[src/rtl/uart_tx_stage.sv]
// rtl/uart_tx_stage.sv - UART transmit stage draining a STB/ACK word source onto TXD.
// Frames are start, WIDTH data bits LSB first, optional parity, then STOP_BITS stop bits.
module uart_tx_stage #(
    parameter int WIDTH     = 8,
    parameter int BAUD_DIV  = 868,
    parameter int PARITY    = 0,
    parameter int STOP_BITS = 1
) (
    input  logic             CLK,
    input  logic             RST,
    input  logic             I_STB,
    input  logic [WIDTH-1:0] I_DAT,
    output logic             I_ACK,
    output logic             TXD,
    output logic             TX_BSY
);

    localparam int BW = $clog2(WIDTH + 1);
    localparam logic [15:0]   BAUD_LAST = 16'(BAUD_DIV - 1);
    localparam logic [BW-1:0] DATA_LAST = BW'(WIDTH - 1);
    localparam logic [BW-1:0] STOP_LAST = BW'(STOP_BITS - 1);

    generate
        if (BAUD_DIV < 4 || BAUD_DIV > 65535) begin : g_bad_baud
            $error("uart_tx_stage: BAUD_DIV out of range 4..65535");
        end
        if (STOP_BITS < 1 || STOP_BITS > 2) begin : g_bad_stop
            $error("uart_tx_stage: STOP_BITS must be 1 or 2");
        end
        if (PARITY < 0 || PARITY > 2) begin : g_bad_par
            $error("uart_tx_stage: PARITY must be 0, 1 or 2");
        end
    endgenerate

    typedef enum logic [2:0] {
        S_IDLE,
        S_START,
        S_DATA,
        S_PAR,
        S_STOP
    } state_t;

    state_t           state_q, state_d;
    logic [15:0]      baud_q, baud_d;
    logic [BW-1:0]    bit_q, bit_d;
    logic [WIDTH-1:0] shift_q, shift_d;
    logic             par_q, par_d;
    logic             txd_q, txd_d;
    logic             ack_q, ack_d;
    logic             bsy_q, bsy_d;
    logic             bit_end;

    assign bit_end = (baud_q == BAUD_LAST);

    always_comb begin
        state_d = state_q;
        baud_d  = baud_q;
        bit_d   = bit_q;
        shift_d = shift_q;
        par_d   = par_q;
        txd_d   = txd_q;
        ack_d   = 1'b0;
        bsy_d   = bsy_q;

        if (state_q != S_IDLE) begin
            baud_d = bit_end ? 16'd0 : baud_q + 16'd1;
        end

        case (state_q)
            S_IDLE: begin
                txd_d = 1'b1;
                bsy_d = 1'b0;
                if (I_STB) begin
                    // Parity is taken from the word here, before shifting destroys it.
                    shift_d = I_DAT;
                    par_d   = (PARITY == 2) ? ~^I_DAT : ^I_DAT;
                    ack_d   = 1'b1;
                    txd_d   = 1'b0;
                    bsy_d   = 1'b1;
                    baud_d  = 16'd0;
                    state_d = S_START;
                end
            end
            S_START: begin
                if (bit_end) begin
                    bit_d   = '0;
                    txd_d   = shift_q[0];
                    state_d = S_DATA;
                end
            end
            S_DATA: begin
                if (bit_end) begin
                    shift_d = shift_q >> 1;
                    if (bit_q == DATA_LAST) begin
                        bit_d = '0;
                        if (PARITY != 0) begin
                            txd_d   = par_q;
                            state_d = S_PAR;
                        end else begin
                            txd_d   = 1'b1;
                            state_d = S_STOP;
                        end
                    end else begin
                        bit_d = bit_q + 1'b1;
                        txd_d = shift_d[0];
                    end
                end
            end
            S_PAR: begin
                if (bit_end) begin
                    bit_d   = '0;
                    txd_d   = 1'b1;
                    state_d = S_STOP;
                end
            end
            S_STOP: begin
                txd_d = 1'b1;
                if (bit_end) begin
                    if (bit_q == STOP_LAST) begin
                        bsy_d   = 1'b0;
                        state_d = S_IDLE;
                    end else begin
                        bit_d = bit_q + 1'b1;
                    end
                end
            end
            default: begin
                txd_d   = 1'b1;
                bsy_d   = 1'b0;
                state_d = S_IDLE;
            end
        endcase
    end

    always_ff @(posedge CLK) begin
        if (RST) begin
            state_q <= S_IDLE;
            baud_q  <= '0;
            bit_q   <= '0;
            shift_q <= '0;
            par_q   <= 1'b0;
            txd_q   <= 1'b1;
            ack_q   <= 1'b0;
            bsy_q   <= 1'b0;
        end else begin
            state_q <= state_d;
            baud_q  <= baud_d;
            bit_q   <= bit_d;
            shift_q <= shift_d;
            par_q   <= par_d;
            txd_q   <= txd_d;
            ack_q   <= ack_d;
            bsy_q   <= bsy_d;
        end
    end

    assign I_ACK  = ack_q;
    assign TXD    = txd_q;
    assign TX_BSY = bsy_q;

endmodule

[config.mk]
export PLATFORM = sky130hd
export DESIGN_NAME = uart_tx_stage
export DESIGN_NICKNAME = d
export VERILOG_FILES = /design/src/rtl/uart_tx_stage.sv
export SDC_FILE = /design/constraint.sdc
export NUM_CORES = 1
export LEC_CHECK = 0
export CORE_ASPECT_RATIO = 1.5
export CORE_UTILIZATION = 45
export CTS_CLUSTER_DIAMETER = 30
export DETAILED_ROUTE_END_ITERATION = 12
export GPL_ROUTABILITY_DRIVEN = 1
export GPL_TIMING_DRIVEN = 0
export PLACE_DENSITY = 0.66
export RECOVER_POWER = 50
export SETUP_SLACK_MARGIN = 0.2
export SYNTH_ARGS = -nofsm -noshare
export SYNTH_HDL_FRONTEND = slang
export SYNTH_SLANG_ARGS = --single-unit
[constraint.sdc]
create_clock -name CLK -period 2.1 [get_ports CLK]
set_clock_uncertainty 0.1 [all_clocks]
set_input_delay 0.525 -clock CLK [delete_from_list [all_inputs] [get_ports CLK]]
set_output_delay 0.525 -clock CLK [all_outputs]
set_load 0.005 [all_outputs]
# [Word-level counts from Yosys, hierarchy flattened]
# Index checks and enable logic that the tools add are counted.
[classes] eq_ne=15 mux=31 reduce_logical=13 n_bitwise=2 addsub=2
[ops] cell="$mux 16" count=4
[ops] cell="$mux 3" count=7
[ops] cell="$mux 4" count=5
[ops] cell="$add 16x1->16 const B" count=1
[ops] cell="$eq 16x10->1 const B" count=1
[ops] cell="$mux 8" count=2
[ops] cell="$ne 2x2->1 const B" count=8
[ops] cell="$pmux 8 s2" count=1
[ops] cell="$pmux 3 s5" count=1
[ops] cell="$pmux 4 s3" count=1
[ops] cell="$reduce_and 3->1" count=3
[ops] cell="$mux 1" count=8
[ops] cell="$reduce_and 7->1" count=1
[ops] cell="$eq 3x2->1 const B" count=2
[ops] cell="$reduce_bool 3->1" count=2
[ops] cell="$reduce_and 5->1" count=1
[ops] cell="$add 4x1->4 const B" count=1
[ops] cell="$eq 4x3->1 const B" count=1
[ops] cell="$logic_not 4->1" count=1
[ops] cell="$pmux 1 s4" count=1
[ops] cell="$reduce_or 2->1" count=2
[ops] cell="$eq 3x1->1 const B" count=1
[ops] cell="$eq 3x3->1 const B" count=1
[ops] cell="$logic_not 3->1" count=1
[ops] cell="5 further kinds" count=6
[word_totals] ff_bits=34

# [Longest topological paths before layout]
[depth] ltp_word=5 mapped_depth=7 ltp_nobuf=6

# [Least setup slack after synthesis]
# OpenSTA, ideal clock, no wires.
[synth_timing] kind="register to register" start="register baud_q[0]" end="register shift_q[0]" t_arrival_ns=1.901 t_required_ns=1.879 stages_incl_launch_ff=7 slack_ns=-0.022 cell_sequence="dfxtp_1 > ha_1 > nor3b_1 > nand4_2 > a2111o_1 > buf_6 > mux2_4"
[synth_via] elab_chain_len=3
[synth_lines] element="from (decl)" line_no="44" rtl="logic [15:0] baud_q, baud_d;"
[synth_lines] element="from (signal assigned)" line_no="147" rtl="baud_q <= baud_d;"
[synth_lines] element="$eq 16x10->1" line_no="53" rtl="assign bit_end = (baud_q == BAUD_LAST);"
[synth_lines] element="$ne 2x2->1 (no source line)"
[synth_lines] element="$reduce_and 3->1 (no source line)"
[synth_lines] element="to (signal assigned)" line_no="149" rtl="shift_q <= shift_d;"
[synth_lines] element="to (decl)" line_no="46" rtl="logic [WIDTH-1:0] shift_q, shift_d;"
# No other way between the ends.
# A chain may end at the register's enable or synchronous reset.

# [Worst setup path after layout]
[layout_timing] start="register baud_q[1]" end="register shift_q[0]"
# Same word-level chain as after synthesis.

==> run metrics <==
outcome finished clean; DRC viols 0; DP HPWL 3550 um; clock slew at reported path FFs 80 ps; initial antenna violation count 0; CTS tree yes; total gr overflow 0; Final Hold Violating Endpoints 0; number of synthesized flops with an enable pin 0; Seq/Total Area, Yosys 0.340; unrepaired setup endpoints after global routing true; gr usage total 0.227; Tmin final 1970 ps; Worst Path Max Fanout 8; GPL Wtd Cong between 0.8 and 0.9; Die W 56.5 um; nets@finish approximately 290; Detailed Route Iter0 Violations 79; IO Pins 14; Top FF cell, synth dfxtp_1; share of cells above drive strength 1 0.267; Worst Path Required 2170 ps; final worst slack ~130 ps; Worst IR Drop VDD around 480 uV; reg2reg start baud_q[1]; Pwr Density 557 nW/um^2; Max-slew headroom 0.693; largest net degree at the start of global routing 11; worst min-delay path startpoint TX_BSY; reg2reg end shift_q[0]; area delta synth->final 25.6%; WHS Endpoint TX_BSY; max-cap violations 0; CP Capture Type flop; Leakage between 0.8 and 0.9 nW; synth cell count leaders dfxtp_1, a31oi_1, nand2_1; clk_lat worst skew 290 ps; Worst Hold Depth 2; mapped cell area roughly 2000 um^2; FMAX 507 MHz; final WL roughly 5200 um; Setup CP Type reg2reg; number of global-route vias before repair 1907; R2R Setup Slk approximately 130 ps; Post-Syn Area per Cell 8.24 um^2; cell row count 29; 1st-pass router iterations 4; first-pass GRT wire length ~8600 um; WL/cell 16.4 um; vias per cell about 6.2; R2R depth 6; post-synth top area cell dfxtp_1; syn nets approximately 260; top cell type's share of synthesized area 0.340; FFs w/ async S/R, synth 0; Slowest cell on crit path a2111o_1; synth warn 0; Netlist cell types 53; Hold WC Path Type reg2reg; crit start category flop; Root Buffer clkbuf_8; die height 83.7 um; measured slew at the worst slew-check pin approximately 460 ps; CP arrival ~2100 ps; critical path, cell by cell ha_4, nor3b_2, nand4_4, a2111o_1, buf_6, mux2_4; Final Max Tran Viols 0; core footprint 4250 um^2; top cells by area, synth dfxtp_1, a31oi_1, mux2_4; Final period util 0.940; routed via count just under 2000; Synth Register Bits 34; Place WS -403 ps; most frequent cell after synthesis dfxtp_1; Initial Util 0.472; Sink Count 34; max incr delay on CP ~400 ps; H-Tree Depth 2; Inserted Clock Buffers 5; WHS 396 ps; endpoints failing setup 0; Syn Inst Count 243; Bufs on Longest Clock Path 2; Util after Layout 0.593; I/O Buffers 13; Detail Route Antenna Nets 0; Ant. Diodes 0; die area between 4000 and 5000 um^2
critical path: cells and delay by family, from the launching register on:
| kind | cells | cell delay, ps |
|---|---|---|
| muxes | 1 | 300 |
| buffers and inverters | 1 | 160 |
| adders and majority gates | 1 | 140 |
| and+or+nand+nor | 2 | 390 |
| AOI/OAI and AO/OA | 1 | 410 |
| DFF | 1 | 360 |
worst max-delay path by stage:
stage	end	slack, ps	depth (start not counted)	startpoint
6_report	shift_q[0]	130	6	baud_q[1]
5_1_grt	shift_q[0]	60	6	baud_q[0]
4_1_cts	shift_q[0]	130	6	baud_q[0]
3_5_place_dp	shift_q[0]	-400	5	RST
3_3_place_gp	shift_q[4]	-400	5	RST
2_1_floorplan	shift_q[0]	200	6	baud_q[1]
cells by family (layout without fill, tap and decap cells):
logic type / after synthesis / count (layout) / synth area share
buf+inv: 25 / 55 / 0.0556
compound gates: 64 / 64 / 0.201
fa+ha+maj: 3 / 3 / 0.0187
mux: 10 / 10 / 0.0675
simple gates: 107 / 107 / 0.317
flops: 34 / 34 / 0.340
what timing repair did:
| action | CTS | global route |
|---|---|---|
| setup endpoints to repair | 34 | 30 |
| buffers inserted | 6 | 3 |
| pin swaps | 6 | 4 |
| gates resized for setup | 30 | 27 |
| hold buffers | 0 | 0 |
final cells by class:
cell class              instances  area [um^2]
plain buffers                  19          123
inverters                       6         22.5
multi-input cells             184         1330
clock buffers                   7         86.3
clock inverters                 1         5.00
well taps                      46         57.6
repair buffers                 22          196
fillers                       377         1730
flip-flops and latches         34          694
stage by stage:
stage | cell area (um^2) | std cells | setup TNS [ps] | power [mW]
4_1_cts | 2430 | 316 | 0 | 1.40
2_1_floorplan | 2030 | 243 | 0 | 0.815
3_3_place_gp | 2220 | 302 | -7460 | 0.876
3_5_place_dp | 2220 | 302 | -7870 | 0.878
6_report | 2520 | 319 | 0 | 1.40
5_1_grt | 2520 | 319 | 0 | 1.46
routing by layer:
layer | up-vias | GRT usage | wire, um
met5 | - | 0 | 0
met4 | 0 | 0.137 | 165
met3 | 16 | 0.0388 | 171
met2 | 61 | 0.389 | 2670
met1 | 926 | 0.255 | 2220
li1 | 974 | - | -
placed cells by master (no fill, tap or decap), types with 8 or more instances in the layout:
| master | instances |
|---|---|
| buf_4 | 11 |
| o21ai_0 | 12 |
| clkdlybuf4s50_1 | 9 |
| a21oi_1 | 12 |
| a31oi_1 | 20 |
| nor2_1 | 8 |
| nand3_1 | 15 |
| clkbuf_2 | 10 |
| dfxtp_1 | 27 |
| nand4_1 | 8 |
| nand2_1 | 17 |
sequential cells by signal, summed over array words and instances, names as in the netlist:
name and cells:
I_ACK 1, TXD 1, TX_BSY 1, baud_q 16, bit_q 4, shift_q 8, state_q 3
power breakdown:
group          switching [mW]  internal [mW]
Clock                   0.248          0.265
Sequential             0.0128          0.666
Combinational           0.105          0.106
Total                   0.365           1.04
(Power assumes the default switching activity.)
